File: src/rtl/reg_file_pkg.sv
// reg_file_pkg: shared types, default parameters and helpers for the register file bank.
package reg_file_pkg;

    typedef enum logic {
        DBG_IDLE,
        DBG_SCAN
    } dbg_state_e;

    localparam int DEF_DATA_W  = 8;
    localparam int DEF_ADDR_W  = 3;
    localparam int DEF_N_RD    = 2;
    localparam int DEF_ZERO_R0 = 0;
    localparam int DEF_BYPASS  = 1;

    function automatic int clog2(input int v);
        int r;
        r = 0;
        for (int x = v - 1; x > 0; x = x >> 1) r++;
        return r;
    endfunction

endpackage

File: src/rtl/reg_file_dbg_scan.sv
// reg_file_dbg_scan: walks every register in order and presents each one as a
// valid/ready beat holding a snapshot taken when the beat was loaded.
module reg_file_dbg_scan
    import reg_file_pkg::*;
#(
    parameter int DATA_W = DEF_DATA_W,
    parameter int ADDR_W = DEF_ADDR_W
) (
    input  logic              clk,
    input  logic              rst,
    input  logic              start_i,
    input  logic              ready_i,
    input  logic [DATA_W-1:0] val_i,
    output logic [ADDR_W-1:0] addr_o,
    output logic              valid_o,
    output logic              busy_o,
    output logic [ADDR_W-1:0] idx_o,
    output logic [DATA_W-1:0] data_o
);

    localparam logic [ADDR_W-1:0] LAST = '1;

    dbg_state_e        state_q;
    logic [ADDR_W-1:0] idx_q;
    logic [DATA_W-1:0] data_q;
    logic              valid_q;
    logic              busy_q;

    // Register whose post-edge value the parent must supply for the next load.
    assign addr_o = (state_q == DBG_IDLE) ? '0 : idx_q + 1'b1;

    always_ff @(posedge clk) begin
        if (rst) begin
            state_q <= DBG_IDLE;
            idx_q   <= '0;
            data_q  <= '0;
            valid_q <= 1'b0;
            busy_q  <= 1'b0;
        end else if (state_q == DBG_IDLE) begin
            if (start_i) begin
                state_q <= DBG_SCAN;
                idx_q   <= '0;
                data_q  <= val_i;
                valid_q <= 1'b1;
                busy_q  <= 1'b1;
            end
        end else if (ready_i) begin
            if (idx_q == LAST) begin
                state_q <= DBG_IDLE;
                idx_q   <= '0;
                valid_q <= 1'b0;
                busy_q  <= 1'b0;
            end else begin
                idx_q  <= idx_q + 1'b1;
                data_q <= val_i;
            end
        end
    end

    assign valid_o = valid_q;
    assign busy_o  = busy_q;
    assign idx_o   = idx_q;
    assign data_o  = data_q;

endmodule

File: src/rtl/reg_file_bank.sv
// reg_file_bank: parametrised register file with one write port, N_RD combinational
// read ports, optional zero register and write bypass, plus a handshaked debug scan.
module reg_file_bank
    import reg_file_pkg::*;
#(
    parameter int DATA_W  = DEF_DATA_W,
    parameter int ADDR_W  = DEF_ADDR_W,
    parameter int N_RD    = DEF_N_RD,
    parameter int ZERO_R0 = DEF_ZERO_R0,
    parameter int BYPASS  = DEF_BYPASS
) (
    input  logic                   clk,
    input  logic                   rst,
    input  logic                   we,
    input  logic [ADDR_W-1:0]      wa,
    input  logic [DATA_W-1:0]      wd,
    input  logic [N_RD*ADDR_W-1:0] ra,
    output logic [N_RD*DATA_W-1:0] rd,
    input  logic                   dbg_start,
    input  logic                   dbg_ready,
    output logic                   dbg_valid,
    output logic [ADDR_W-1:0]      dbg_idx,
    output logic [DATA_W-1:0]      dbg_data,
    output logic                   dbg_busy
);

    localparam int DEPTH = 1 << ADDR_W;

    if (N_RD < 1 || N_RD > 4 || clog2(DEPTH) != ADDR_W) begin : g_bad_params
        $error("reg_file_bank: unsupported parameter combination");
    end

    logic [DATA_W-1:0] mem_q [DEPTH];
    logic              wr_en;
    logic [ADDR_W-1:0] scan_addr;
    logic [DATA_W-1:0] scan_val;

    assign wr_en = we && !(ZERO_R0 != 0 && wa == '0);

    always_ff @(posedge clk) begin
        if (rst) begin
            for (int i = 0; i < DEPTH; i++) mem_q[i] <= '0;
        end else if (wr_en) begin
            mem_q[wa] <= wd;
        end
    end

    for (genvar k = 0; k < N_RD; k++) begin : g_rd
        logic [ADDR_W-1:0] a;
        assign a = ra[k*ADDR_W +: ADDR_W];
        assign rd[k*DATA_W +: DATA_W] = (ZERO_R0 != 0 && a == '0) ? '0 :
                                        (BYPASS != 0 && wr_en && wa == a) ? wd : mem_q[a];
    end

    // Post-edge value: includes a write landing on the same edge the scan loads.
    assign scan_val = (ZERO_R0 != 0 && scan_addr == '0) ? '0 :
                      (wr_en && wa == scan_addr) ? wd : mem_q[scan_addr];

    reg_file_dbg_scan #(
        .DATA_W(DATA_W),
        .ADDR_W(ADDR_W)
    ) u_scan (
        .clk    (clk),
        .rst    (rst),
        .start_i(dbg_start),
        .ready_i(dbg_ready),
        .val_i  (scan_val),
        .addr_o (scan_addr),
        .valid_o(dbg_valid),
        .busy_o (dbg_busy),
        .idx_o  (dbg_idx),
        .data_o (dbg_data)
    );

endmodule

File: config.mk
export PLATFORM = sky130hd
export DESIGN_NAME = reg_file_bank
export DESIGN_NICKNAME = d
export VERILOG_FILES = /design/src/rtl/reg_file_pkg.sv /design/src/rtl/reg_file_dbg_scan.sv /design/src/rtl/reg_file_bank.sv
export SDC_FILE = /design/constraint.sdc
export NUM_CORES = 1
export LEC_CHECK = 0
export CAP_MARGIN = 25
export CORE_MARGIN = 5
export CORE_UTILIZATION = 50
export DETAILED_ROUTE_END_ITERATION = 6
export GPL_TIMING_DRIVEN = 0
export PLACE_DENSITY = 0.81
export RECOVER_POWER = 50
export SLEW_MARGIN = 40
export SYNTH_ARGS = -nofsm -noshare
export SYNTH_HDL_FRONTEND = slang
export SYNTH_SLANG_ARGS = --single-unit
File: constraint.sdc
create_clock -name clk -period 4.15 [get_ports clk]
set_clock_uncertainty 0.1 [all_clocks]
set_input_delay 0.415 -clock clk [delete_from_list [all_inputs] [get_ports clk]]
set_output_delay 0.415 -clock clk [all_outputs]
set_load 0.02 [all_outputs]
==> impl_metrics.tcl, run 1 <==
set metrics [dict create \
    clkPwrFrac 0.334 \
    root_buffer "clkbuf_8" \
    cp.depth 8 \
    synthCells 417 \
    slew_violations 0 \
    setup_viol 0 \
    drc_errors 0 \
    wl_per_cell_um 24.1 \
    htree_levels 3 \
    insertion_delay_ns 0.36 \
    tightest_slew_ns 1.42 \
    syn_avg_cell_area_um2 11.8 \
    period_needed_ns 3.67 \
    dpl.cell_count 594 \
    clk_pin_slew_worst_paths_ns 0.08 \
    critPathCapture "rd[13]" \
    top_usage_layer "met2" \
    p_leak_nw 2.05 \
    gp_congestion 0.932 \
    fin_tns_setup_ns 0 \
    cp_data_arrival_time_ns 3.16 \
    pin_count 51 \
    startpoint_type "input pin" \
    grtUsageMet2 0.417 \
    reg2reg_setup_slack_ns 1.17 \
    r2r_cells 7 \
    grt.overflow.total 0 \
    min_period_over_period 0.885 \
    nNetsFinal 496 \
    final_cell_area_um2 5760 \
    p_sw_uw 588 \
    stdcell_count 610 \
    swShare 0.281 \
    synth_common_cells "70 x and2_1, 64 x edfxtp_1, 39 x mux4_2" \
    crit_fanout 10 \
    fp.coreArea_um2 9680 \
    initial_core_util 0.507 \
    cp_slowest_cell "clkdlybuf4s50_1" \
    cts_tree "built" \
    clock_sinks 77 \
    avgViaCountPerCell 6.47 \
    drive_gt1_frac 0.147 \
    dr_total_vias 3949 \
    yosys.area.top_type "edfxtp_1" \
    io_buffers 44 \
    ys_async_sr_fraction 0 \
    crit_buf_inv 4 \
    worstReg2RegStart "u_scan.state_q$_SDFF_PP0_" \
    place_area_um2 5530 \
    status "finished, final reports clean" \
    synth.most_common_cell "and2_1" \
    fp-row-count 36 \
    post_cts_buffers 0 \
    area_growth_pct 17.3 \
    synth_top_area_frac 0.391 \
    cp_top_family "buffers and inverters" \
    synth-edff-count 64 \
    r2r_end "u_scan.data_o[6]$_SDFFE_PP0P_" \
    cts_resized 0 \
    p_int_mw 1.51 \
    drt-total-wl_um 14700 \
    pwr_density_cell_nw_per_um2 363 \
    antenna_found_initial 0 \
    crit_start "wa[1]" \
    synth_area_um2 4910 \
    synth-warning-count 0 \
    met3_usage 0.0450 \
    die_w_um 109 \
    firstDrtPassIters 5 \
    peakVddDrop_mv 0.184 \
    ys.flop_type "edfxtp_1" \
    end_kind "output port" \
    combPwrFrac 0.221 \
    ys_ff_latch 77 \
    fin_util 0.595 \
    hold_violations 0 \
    timing.fmax_ghz 0.272 \
    slew_headroom 0.0462 \
    initialDrtViolationCount 686 \
    grt_pass1_vias 3888 \
    maxCapViolations 0 \
    cts_hold_buf 0 \
    clk_path_buf_depth 2 \
    synth_cell_types 45 \
    rsz0062_at_grt "no" \
    grt_max_degree 14 \
    dieArea_um2 11900 \
    cp_data_required_time_ns 3.63 \
    pre_cts_ws_ns 0.523 \
    worstPathCellList "clkdlybuf4s50_1, clkbuf_1, xnor2_1, nand4_1, clkbuf_1, nor2_1, a21oi_1, clkdlybuf4s50_1" \
    finalWorstSetupSlack_ns 0.475 \
    synth.net_count 441 \
    grtUsageMet1 0.310 \
    crit_type "input pin to output port" \
    synth.area.top_cells "edfxtp_1 39%, mux4_2 18%, and2_1 8.9%" \
    ant_nets 0 \
    ys_seq_area_frac 0.444 \
    hold_class "flip-flop to flip-flop" \
    power_frac_seq 0.444 \
    diodes 0 \
    grt_pass1_wl_um 21900 \
    dieHeight_um 109 \
    slowest_delay_ns 0.64 \
    dp_hpwl_um 10400 \
    grt_usage 0.257 \
    cts_buffers 9 \
]
-- power by group through the flow --
| stage | sequential, mW | clock, mW | combinational [mW] |
|---|---|---|---|
| floorplan | 0.940 | 0 | 0.276 |
| global placement | 0.937 | 0 | 0.448 |
| detailed placement | 0.945 | 0 | 0.457 |
| CTS | 0.928 | 0.696 | 0.460 |
| global route | 0.935 | 0.727 | 0.486 |
| finish | 0.930 | 0.700 | 0.463 |
-- registers in the layout (all words and copies together) (netlist names) --
register and flops:
u_scan.state_q 1, u_scan.idx_o 3, mem_q 64, u_scan.valid_o 1
u_scan.data_o 8
-- cells in the final DEF, fill, tap and decap left out, drive strengths merged, types with 7 or more instances in the layout --
cell type       n
and2           70
nor2           35
o22ai           8
dfxtp          13
clkdlybuf4s50  30
a211oi          7
mux2i          25
dlygate4sd3    14
a21oi          18
o22a            7
nand2          18
nor3b           7
buf            13
nor3            8
edfxtp         64
mux4           39
clkbuf         35
o32a            7
-- cells by family after synthesis --
kind of cell,share of synthesized area
buffers and inverters,0.0375
xor gates and xnor gates,0.0107
adders and majority gates,0.00510
AOI/OAI and AO/OA,0.0938
DFF,0.444
muxes,0.230
and+or+nand+nor,0.179
-- worst min-delay path by stage --
stage	startpoint	to	slack [ns]	cells past startpoint
final	u_scan.data_o[2]$_SDFFE_PP0P_	u_scan.data_o[2]$_SDFFE_PP0P_	0.40	2
after global routing	u_scan.data_o[6]$_SDFFE_PP0P_	u_scan.data_o[6]$_SDFFE_PP0P_	0.43	2
after CTS	u_scan.data_o[2]$_SDFFE_PP0P_	u_scan.data_o[2]$_SDFFE_PP0P_	0.41	2
after detailed placement	u_scan.data_o[2]$_SDFFE_PP0P_	u_scan.data_o[2]$_SDFFE_PP0P_	0.40	2
after global placement	u_scan.data_o[2]$_SDFFE_PP0P_	u_scan.data_o[2]$_SDFFE_PP0P_	0.39	2
after floorplan	rst	u_scan.data_o[7]$_SDFFE_PP0P_	0.38	1
-- area by class of cell --
cell class / instances / area, um2
Clock inverter: 5 / 108
Sequential cell: 77 / 2180
Multi-Input combinational cell: 298 / 2550
Timing Repair Buffer: 44 / 440
Clock buffer: 11 / 131
Tap cell: 133 / 166
Fill cell: 774 / 3930
Buffer: 37 / 161
Inverter: 5 / 18.8
-- routing by layer --
metal  part of all wire  up-vias
li1                   -     1702
met1               0.34     1879
met2               0.48      295
met3               0.11       73
met4              0.068        0
met5                  0        -
-- per-stage QoR --
stage / power [mW] / hold slack, ns
2_1_floorplan: 1.22 / 0.383
3_3_place_gp: 1.39 / 0.390
3_5_place_dp: 1.40 / 0.399
4_1_cts: 2.08 / 0.408
5_1_grt: 2.15 / 0.435
6_report: 2.09 / 0.402
-- worst register-to-register path, delay by kind of cell, from the launching register on --
kind            cells  cell delay (ns)
buf+inv             3             1.38
compound gates      2             0.41
flops               1             0.37
simple gates        1             0.35
mux                 1             0.24
No activity file was read; power rests on OpenSTA's default activity.
==> run 2, diff against run 1 <==
- CTS_CLUSTER_SIZE: unset -> 8
- MAX_ROUTING_LAYER: unset -> met4
- SLEW_MARGIN: 40 -> unset
==> run 2 against run 1 <==
Routed wire length fell by 2.1%. Non-clock buffer count rose by 6. Combinational power barely moved. Critical path depth did not move. Via count rose by 1.6%. Setup slack got worse by 0.021 ns.
==> impl_metrics.tcl, run 2 (same netlist as run 1, synthesis figures left out) <==
set metrics [dict create \
    status "finished, final reports clean" \
    pwr_density_cell_nw_per_um2 352 \
    clk_path_buf_depth 2 \
    grt.overflow.total 0 \
    peakVddDrop_mv 0.144 \
    insertion_delay_ns 0.38 \
    cp_data_required_time_ns 3.63 \
    fp.coreArea_um2 9680 \
    cts_tree "built" \
    grt_max_degree 15 \
    tightest_slew_ns 0.989 \
    drc_errors 0 \
    dp_hpwl_um 10400 \
    n_fill_cell 756 \
    io_buffers 44 \
    crit_type "input pin to output port" \
    hold_violations 0 \
    p_int_mw 1.45 \
    die_w_um 109 \
    fp-row-count 36 \
    period_needed_ns 3.70 \
    fin_util 0.598 \
    ff_latch_area_um2 2180 \
    antenna_found_initial 0 \
    nNetsFinal 502 \
    dr_total_vias 4011 \
    grt_usage 0.262 \
    cts_buffers 9 \
    cts_resized 0 \
    diodes 0 \
    dieArea_um2 11900 \
    slew_violations 0 \
    combPwrFrac 0.228 \
    final_cell_mix "64 x edfxtp_1, 39 x mux4_2, 39 x and2_1" \
    avgViaCountPerCell 6.51 \
    stdcell_count 616 \
    post_cts_buffers 0 \
    met3_usage 0.0616 \
    crit_fanout 10 \
    dieHeight_um 109 \
    clkPwrFrac 0.317 \
    p_sw_uw 586 \
    min_period_over_period 0.891 \
    grtUsageMet1 0.307 \
    clk_pin_slew_worst_paths_ns 0.08 \
    htree_levels 3 \
    grt_pass1_wl_um 22100 \
    drt-total-wl_um 14400 \
    swShare 0.288 \
    grtUsageMet2 0.402 \
    hold_class "flip-flop to flip-flop" \
    regMostFlops "mem_q" \
    largest_reg_flops 64 \
    finalWorstSetupSlack_ns 0.454 \
    multi_input_area_um2 2540 \
    initial_core_util 0.507 \
    pre_cts_ws_ns 0.545 \
    clock_sinks 77 \
    wl_per_cell_um 23.4 \
    slew_headroom 0.336 \
    cp_data_arrival_time_ns 3.18 \
    grt_pass1_vias 3939 \
    top_usage_layer "met2" \
    cts_hold_buf 0 \
    drive_gt1_frac 0.155 \
    dpl.cell_count 600 \
    pin_count 51 \
    setup_viol 0 \
    rsz0062_at_grt "no" \
    maxCapViolations 0 \
    area_growth_pct 18.0 \
    initialDrtViolationCount 627 \
    end_kind "output port" \
    startpoint_type "input pin" \
    fin_tns_setup_ns 0 \
    final_common_cell "edfxtp_1" \
    p_leak_nw 2.07 \
    gp_congestion 0.948 \
    power_frac_seq 0.455 \
    firstDrtPassIters 5 \
    timing.fmax_ghz 0.271 \
    ant_nets 0 \
    root_buffer "clkbuf_8" \
]
-- run 2: power by group through the flow --
| stage | combinational, mW | clock, mW | sequential (mW) |
|---|---|---|---|
| 2_1_floorplan | 0.276 | 0 | 0.940 |
| 3_3_place_gp | 0.450 | 0 | 0.937 |
| 3_5_place_dp | 0.459 | 0 | 0.943 |
| 4_1_cts | 0.462 | 0.642 | 0.925 |
| 5_1_grt | 0.489 | 0.676 | 0.932 |
| 6_report | 0.465 | 0.645 | 0.928 |
-- run 2: cell type report --
cell class | count | share of cell area
Tap cell | 133 | 0.0287
Timing Repair Buffer | 50 | 0.0838
Buffer | 37 | 0.0279
Multi-Input combinational cell | 298 | 0.439
Clock inverter | 2 | 0.00302
Inverter | 5 | 0.00324
Sequential cell | 77 | 0.377
Clock buffer | 14 | 0.0374
-- run 2: final timing paths --
path         depth (start not counted)                       endpoint  slack (ns)                          start
max                                  8                          rd[6]        0.45                          wa[1]
min                                  2  u_scan.data_o[6]$_SDFFE_PP0P_        0.40  u_scan.data_o[6]$_SDFFE_PP0P_
max reg2reg                          7  u_scan.data_o[3]$_SDFFE_PP0P_        1.28      u_scan.state_q$_SDFF_PP0_
min reg2reg                          2  u_scan.data_o[6]$_SDFFE_PP0P_        0.40  u_scan.data_o[6]$_SDFFE_PP0P_
-- run 2: critical path, stage by stage --
cell and delay [ns]:
clkdlybuf4s50_1 0.51, clkbuf_1 0.42, xnor2_1 0.15, nand4_1 0.33, clkbuf_1 0.44, nor2_1 0.07, a21oi_1 0.19, clkdlybuf4s50_1 0.64
-- run 2: metrics by stage --
step	instance area [um2]	power [mW]	hold WS [ns]
after floorplan	4910	1.22	0.383
after global placement	5520	1.39	0.389
after detailed placement	5560	1.40	0.397
after CTS	5800	2.03	0.408
after global routing	5790	2.10	0.444
final	5790	2.04	0.401
-- run 2: routing by layer --
layer | vias to the layer above | share of wire
li1 | 1702 | -
met1 | 1911 | 0.35
met2 | 323 | 0.47
met3 | 75 | 0.11
met4 | 0 | 0.071
met5 | - | 0
==> run 3, diff against run 2 <==
- DONT_BUFFER_PORTS: unset -> 1
- PLACE_DENSITY: 0.81 -> 0.74
==> run 3 against run 2 <==
Highest routed layer unchanged. Critical path type is now flip-flop to flip-flop. Hold slack got worse by 0.38 ns. Non-clock buffer count is 44 lower. Clock power fell by 7.4%.
==> impl_metrics.tcl, run 3 (same netlist as run 1, synthesis figures left out) <==
set metrics [dict create \
    p_leak_nw 1.85 \
    grt.overflow.total 0 \
    drive_gt1_frac 0.169 \
    pwr_density_cell_nw_per_um2 359 \
    diodes 0 \
    power_frac_seq 0.493 \
    dieHeight_um 109 \
    final_cell_area_um2 5320 \
    final_common_cell "edfxtp_1" \
    final_cell_mix "64 x edfxtp_1, 39 x mux4_2, 38 x and2_0" \
    grt_max_degree 14 \
    peakVddDrop_mv 0.139 \
    firstDrtPassIters 6 \
    avgViaCountPerCell 6.65 \
    nNetsFinal 458 \
    swShare 0.291 \
    post_cts_buffers 0 \
    dr_total_vias 3805 \
    maxCapViolations 0 \
    drc_errors 0 \
    n_fill_cell 806 \
    cts_tree "built" \
    place_area_um2 5120 \
    fp-row-count 36 \
    timing.fmax_ghz 0.337 \
    wl_per_cell_um 25.2 \
    status "finished, final reports clean" \
    hold_class "input pin to flip-flop" \
    grt_pass1_vias 3823 \
    min_period_over_period 0.716 \
    p_int_mw 1.35 \
    crit_type "flip-flop to flip-flop" \
    cp_data_required_time_ns 4.27 \
    initialDrtViolationCount 577 \
    drt-total-wl_um 14400 \
    cp_common_cell "clkbuf_1" \
    period_needed_ns 2.97 \
    p_sw_uw 556 \
    cts_resized 0 \
    fin_tns_setup_ns 0 \
    setup_viol 0 \
    slowest_delay_ns 0.53 \
    die_w_um 109 \
    grt_pass1_wl_um 21900 \
    io_buffers 0 \
    largest_reg_flops 64 \
    area_growth_pct 8.31 \
    slew_headroom 0.300 \
    slew_violations 0 \
    grt_usage 0.260 \
    antenna_found_initial 0 \
    dieArea_um2 11900 \
    end_kind "flip-flop" \
    rsz0062_at_grt "no" \
    regMostFlops "mem_q" \
    cp_data_arrival_time_ns 3.09 \
    initial_core_util 0.507 \
    ant_nets 0 \
    clk_path_buf_depth 2 \
    htree_levels 3 \
    fp.coreArea_um2 9680 \
    hold_violations 0 \
    root_buffer "clkbuf_8" \
    cp_slowest_cell "clkbuf_1" \
    cts_buffers 9 \
    crit_fanout 10 \
    clkPwrFrac 0.313 \
    clk_pin_slew_worst_paths_ns 0.08 \
    combPwrFrac 0.194 \
    pin_count 51 \
    dpl.cell_count 556 \
    cts_hold_buf 0 \
    gp_congestion 0.949 \
    worstPathCellList "ha_1, clkbuf_1, clkbuf_1, o22ai_1, o32a_1, mux2i_1, a211oi_1" \
    dp_hpwl_um 10500 \
    clock_sinks 77 \
    tightest_slew_ns 1.04 \
    startpoint_type "flip-flop" \
    insertion_delay_ns 0.35 \
    stdcell_count 572 \
]
## run 3: cell types whose count changed in the layout (fill, tap and decap cells not counted), sizes merged
cell           previous run  this run
bufinv                    0         1
clkbuf                   38        36
clkdlybuf4s50            30         0
clkinv                    2         3
dlygate4sd3              14         0
## run 3: metrics by stage
stage | utilization | hold slack (ns) | power (mW) | worst slack (ns)
4_1_cts | 0.550 | 0.0160 | 1.90 | 1.27
6_report | 0.549 | 0.0220 | 1.91 | 1.18
2_1_floorplan | - | 0.383 | 1.22 | 1.86
3_3_place_gp | 0.524 | 0.384 | 1.30 | 1.34
5_1_grt | 0.549 | 0.0144 | 1.97 | 1.10
3_5_place_dp | 0.529 | 0.385 | 1.32 | 1.28
## run 3: power by group through the flow
stage               sequential, mW  combinational (mW)  clock [mW]
floorplan                    0.940               0.276           0
CTS                          0.939               0.366       0.600
global route                 0.947               0.391       0.628
global placement             0.951               0.352           0
detailed placement           0.956               0.364           0
finish                       0.941               0.369       0.597
## run 3: path summary, 6_finish.rpt
path	start	to	slack (ns)	cells after the start
worst max-delay path	u_scan.idx_o[0]$_SDFFE_PP0P_	u_scan.data_o[5]$_SDFFE_PP0P_	1.18	7
worst min-delay path	rst	u_scan.data_o[7]$_SDFFE_PP0P_	0.02	1
worst max register to register	u_scan.idx_o[0]$_SDFFE_PP0P_	u_scan.data_o[5]$_SDFFE_PP0P_	1.18	7
worst min register to register	u_scan.data_o[3]$_SDFFE_PP0P_	u_scan.data_o[3]$_SDFFE_PP0P_	0.49	2
## run 3: area by class of cell
type                    instances  area (um2)  area share
well taps                     133         166      0.0313
plain buffers                  37         159      0.0299
multi-input cells             298        2540       0.478
clock buffers                  12         156      0.0294
flip-flops and latches         77        2180       0.410
clock inverters                 4        46.3     0.00871
inverters                       5        18.8     0.00353
repair buffers                  6        45.0     0.00847
## run 3: worst max-delay path: cells and delay by family (launching register included)
family	cells	cell delay, ns
AOI/OAI and AO/OA	3	0.63
adders and majority gates	1	0.47
buffers and inverters	2	0.95
DFF	1	0.41
muxes	1	0.29
## run 3: routing by layer
| metal | vias up | share of wire | GRT usage |
|---|---|---|---|
| li1 | 1620 | - | - |
| met5 | - | 0 | - |
| met1 | 1843 | 0.34 | 0.321 |
| met4 | 0 | 0.053 | 0.133 |
| met2 | 294 | 0.49 | 0.412 |
| met3 | 48 | 0.12 | 0.0474 |
